==> config.mk <==
export PLATFORM = sky130hd
export DESIGN_NAME = fn_sw_arb
export DESIGN_NICKNAME = d
export VERILOG_FILES = /design/src/rtl/fn_sw_arb.sv
export SDC_FILE = /design/constraint.sdc
export NUM_CORES = 1
export LEC_CHECK = 0
export ABC_CLOCK_PERIOD_IN_PS = 1700
export BUFFER_PORTS_ARGS = -buffer_cell sky130_fd_sc_hd__buf_4
export CAP_MARGIN = 20
export CORE_AREA = 2 2 39 41
export DETAILED_ROUTE_END_ITERATION = 10
export DIE_AREA = 0 0 41 43
export GPL_TIMING_DRIVEN = 0
export PLACE_DENSITY = 0.46
export SLEW_MARGIN = 20
export SYNTH_ARGS = -nofsm -noshare
export SYNTH_HDL_FRONTEND = slang
export SYNTH_SLANG_ARGS = --single-unit
==> constraint.sdc <==
create_clock -name clk -period 1.7 [get_ports clk]
set_clock_uncertainty 0.1 [all_clocks]
set_input_delay 0.255 -clock clk [delete_from_list [all_inputs] [get_ports clk]]
set_output_delay 0.255 -clock clk [all_outputs]
set_load 0.05 [all_outputs]
==> src/rtl/fn_sw_arb.sv <==
// Round-robin arbiter/sequencer sharing one 2:1 function switch between two requesters.
// Optional hold limit (max consecutive grant cycles under contention): define FN_SW_ARB_HOLD_LIMIT_EN.
module fn_sw_arb #(
    parameter int WIDTH    = 1,
    parameter int MAX_HOLD = 8
) (
    input  logic             clk,
    input  logic             rst_n,
    input  logic             req0,
    input  logic             req1,
    input  logic [WIDTH-1:0] a,
    input  logic [WIDTH-1:0] b,
    output logic             gnt0,
    output logic             gnt1,
    output logic             sel,
    output logic [WIDTH-1:0] y,
    output logic             valid
);

    // Grant bits double as the state encoding, so gnt0/gnt1 are mutually exclusive by construction.
    typedef enum logic [1:0] {
        IDLE = 2'b00,
        G0   = 2'b01,
        G1   = 2'b10
    } state_e;

    if (MAX_HOLD < 2 || MAX_HOLD > 255) begin : g_bad_hold
        $error("fn_sw_arb: MAX_HOLD must be in 2..255");
    end

    state_e           state_q, state_d;
    logic             last_q, last_d;
    logic             sel_q, sel_d;
    logic [WIDTH-1:0] y_q, y_d;
    logic             valid_q, valid_d;
    logic             hold_hit;

`ifdef FN_SW_ARB_HOLD_LIMIT_EN
    logic [7:0] hold_q, hold_d;
    assign hold_hit = (hold_q == 8'(MAX_HOLD - 1));
`else
    assign hold_hit = 1'b0;
`endif

    always_comb begin
        state_d = state_q;
        case (state_q)
            IDLE: begin
                if (req0 && req1) state_d = last_q ? G0 : G1;
                else if (req0)    state_d = G0;
                else if (req1)    state_d = G1;
            end
            G0: begin
                if (req0) begin
                    if (hold_hit && req1) state_d = G1;
                end else if (req1) begin
                    state_d = G1;
                end else begin
                    state_d = IDLE;
                end
            end
            G1: begin
                if (req1) begin
                    if (hold_hit && req0) state_d = G0;
                end else if (req0) begin
                    state_d = G0;
                end else begin
                    state_d = IDLE;
                end
            end
            default: state_d = IDLE;
        endcase

        last_d = last_q;
        if (state_d == G0) last_d = 1'b0;
        if (state_d == G1) last_d = 1'b1;

        // sel and y only move while someone owns the switch; in IDLE they hold.
        sel_d = sel_q;
        if (state_d == G0) sel_d = 1'b0;
        if (state_d == G1) sel_d = 1'b1;

        valid_d = (state_d != IDLE);
        y_d     = valid_d ? (sel_d ? b : a) : y_q;
    end

`ifdef FN_SW_ARB_HOLD_LIMIT_EN
    always_comb begin
        hold_d = hold_q;
        if (state_d == IDLE || state_d != state_q) hold_d = 8'd0;
        else if (!hold_hit)                        hold_d = hold_q + 8'd1;
    end

    always_ff @(posedge clk) begin
        if (!rst_n) hold_q <= 8'd0;
        else        hold_q <= hold_d;
    end
`endif

    always_ff @(posedge clk) begin
        if (!rst_n) begin
            state_q <= IDLE;
            last_q  <= 1'b1;
            sel_q   <= 1'b0;
            y_q     <= '0;
            valid_q <= 1'b0;
        end else begin
            state_q <= state_d;
            last_q  <= last_d;
            sel_q   <= sel_d;
            y_q     <= y_d;
            valid_q <= valid_d;
        end
    end

    assign gnt0  = state_q[0];
    assign gnt1  = state_q[1];
    assign sel   = sel_q;
    assign y     = y_q;
    assign valid = valid_q;

endmodule

==> key figures <==
Outcome
  • Status: finished clean

Critical path
  • CP cell instances: mux2_4 -> a22oi_2 -> nand3_1 -> a31oi_1
  • Arrival time worst endpoint: 1.47 ns
  • Crit path launch type: register
  • Worst path max stage delay: 0.47 ns
  • WP buf/inv: 0
  • Slowest cell on the critical path: dfxtp_1
  • Delay-heaviest family, CP: flip-flops
  • Req. time, crit path: 1.76 ns
  • Crit end category: register
  • WS Path Type: reg2reg
  • Critical-path maximum fanout: 8

Clock network
  • Cts bufs inserted: 3
  • TritonCTS clock tree: yes
  • Clk sinks: 6
  • Root Driver: clkbuf_4
  • CTS Buffer Depth: 2
  • Htree depth: 1
  • Reg clk slew, reported paths: 0.05 ns
  • Clock Latency Late Sink: 0.24 ns
  • # hold bufs at CTS: 0
  • Cts repair resizes: 0
  • Post-CTS setup buffer count: 0

Global routing
  • Gr usage total: 7.95%
  • Pin count of the biggest net entering global routing: 9
  • Number of global-route vias before repair: 228
  • First-pass GRT wire length: 903 um
  • Gr ovfl total: 0
  • Antenna violations before repair: 0

Synthesis
  • Largest family of logic cells by synthesized area: compound AO/OA/AOI/OAI gates
  • Mapped Area: 265 um^2
  • Mapped Cells: 28
  • #FFs+latches synth: 6
  • Yosys warning total: 0
  • Synth Area in XOR/XNOR: 0%
  • Register area share after synthesis: 45.3%
  • Synth Net Count: 34
  • Post-synthesis mux area share: 5.66%
  • Synth Area in Simple Gates: 18.9%
  • Synth Area in Adders: 0%
  • Compound-Gate Fraction of Synth Area: 30.2%
  • Syn_area_per_cell: 9.47 um^2
  • Yosys cell types: 15

Power and ir drop
  • LEAKAGE: 0.171 nW
  • Power per cell area: 1050 nW/um^2
  • Power after layout: 0.400 mW
  • Maximum vdd drop: 0.358 mV

Die
  • Die height: 43 um
  • Initial core utilization: 19.2%
  • Area of the core: 1380 um^2
  • I/O Pins: 11
  • Die area: 1760 um^2
  • Floorplan row count: 14
  • DIE WIDTH: 41 um

Route
  • Routed WL per cell: 9.86 um
  • Routed Antenna Nets: 0
  • Detailed-route via count: 247
  • WL final: 562 um
  • Pre-antenna DRT Iters: 2
  • Avg Vias per Cell: 4.33
  • # DRC: 0
  • Initial DRC Count: 4

Place
  • Placed Instance Area: 360 um^2
  • Pre-CTS setup slack: 0.303 ns
  • Placed cells: 54
  • # port buffers: 10
  • Gp weighted congestion: 0.591

STA
  • Max-slew violations: 0
  • Period minus WS final: 1.41 ns
  • RSZ-0062 raised after global routing: no
  • Setup TNS: 0 ns
  • Hold Vio Cnt, Final: 0
  • Worst setup margin: 0.292 ns
  • Max Freq: 710 MHz
  • # setup viols final: 0
  • Final hold slack: 0.138 ns
  • Slew at the pin with the worst max-slew slack: 0.292 ns
  • Max_slew headroom: 80.5%
  • Final period util: 82.8%

Cells and area
  • Area of the multi-input gates: 145 um^2
  • Sequential standard cell area: 120 um^2
  • Fillcell total: 144
  • Share of layout cells above drive strength 1: 39.0%
  • Finished Cell Area: 383 um^2
  • Final Core Density: 27.7%
  • Finished Layout Cells: 57
  • Fin nets: 49
  • Area Overhead vs Synth: 44.3%
  • Number of diodes: 0

Run
  • Max_cap viols: 0

Worst hold path
  • HP Class: in2reg
[layer usage]
metal  vias up  track usage [%]  wire [um]
met4         0             6.00          0
li1        132                -          -
met2        10             8.44        203
met3         0             3.14         50
met5         -                0          0
met1       105             12.0        308
[path summary, 6_finish.rpt]
path / slack, ns / cells after the start / to / from
setup / recovery: 0.29 / 4 / y / state_q[0]
hold / removal: 0.14 / 2 / last_q / rst_n
setup reg to reg: 0.29 / 4 / y / state_q[0]
hold reg to reg: 0.44 / 2 / y / y
[report_power, final]
| part | internal (mW) | switching [mW] |
|---|---|---|
| Combinational | 0.0429 | 0.0604 |
| Sequential | 0.154 | 0.0134 |
| Clock | 0.0798 | 0.0498 |
[cells by family (layout without fill, tap and decap cells)]
family / Yosys count / count (layout)
flip-flops: 6 / 6
AO/OA/AOI/OAI: 12 / 12
AND/OR/NAND/NOR: 9 / 9
buffers and inverters: 0 / 13
multiplexers: 1 / 1
[placed cells by master (no fill, tap or decap)]
cell / Yosys / routed
and3_1: 2 / 2
clkbuf_4: 0 / 3
o22ai_1: 3 / 3
nand2b_1: 2 / 2
a22oi_2: 1 / 1
mux2_4: 1 / 1
dfxtp_1: 6 / 6
nand3_1: 1 / 1
or2_2: 1 / 1
a21boi_0: 1 / 1
a21bo_1: 1 / 1
o21ai_0: 2 / 2
a31oi_1: 1 / 1
a21oi_1: 3 / 3
buf_4: 0 / 10
nor2b_1: 1 / 1
nor2_1: 2 / 2
[layout make-up]
cell class              count  area share, %
clock buffers               3           5.88
flip-flops and latches      6           31.4
multi-input cells          22           37.9
repair buffers             10           19.6
well taps                  16           5.23
[synth_stat cells]
| master | count | share of area (%) |
|---|---|---|
| dfxtp_1 | 6 | 45 |
| a21oi_1 | 3 | 5.7 |
| o22ai_1 | 3 | 7.1 |
| and3_1 | 2 | 4.7 |
| nand2b_1 | 2 | 4.7 |
| nor2_1 | 2 | 2.8 |
| o21ai_0 | 2 | 3.8 |
| a21bo_1 | 1 | 3.8 |
| a21boi_0 | 1 | 2.8 |
| a22oi_2 | 1 | 4.7 |
| a31oi_1 | 1 | 2.4 |
| mux2_4 | 1 | 5.7 |
| nand3_1 | 1 | 1.9 |
| nor2b_1 | 1 | 2.4 |
| or2_2 | 1 | 2.4 |
[worst register-to-register path, delay by kind of cell (launching register included)]
family             cells  cell delay (ns)
AOI/OAI and AO/OA      2             0.33
muxes                  1             0.33
and+or+nand+nor        1             0.10
DFF                    1             0.47
[sequential cells by signal, summed over array words and instances, names as in the netlist]
| name | count |
|---|---|
| valid | 1 |
| state_q | 2 |
| sel | 1 |
| last_q | 1 |
| y | 1 |
Note: power is estimated with default switching activity, not from simulation.
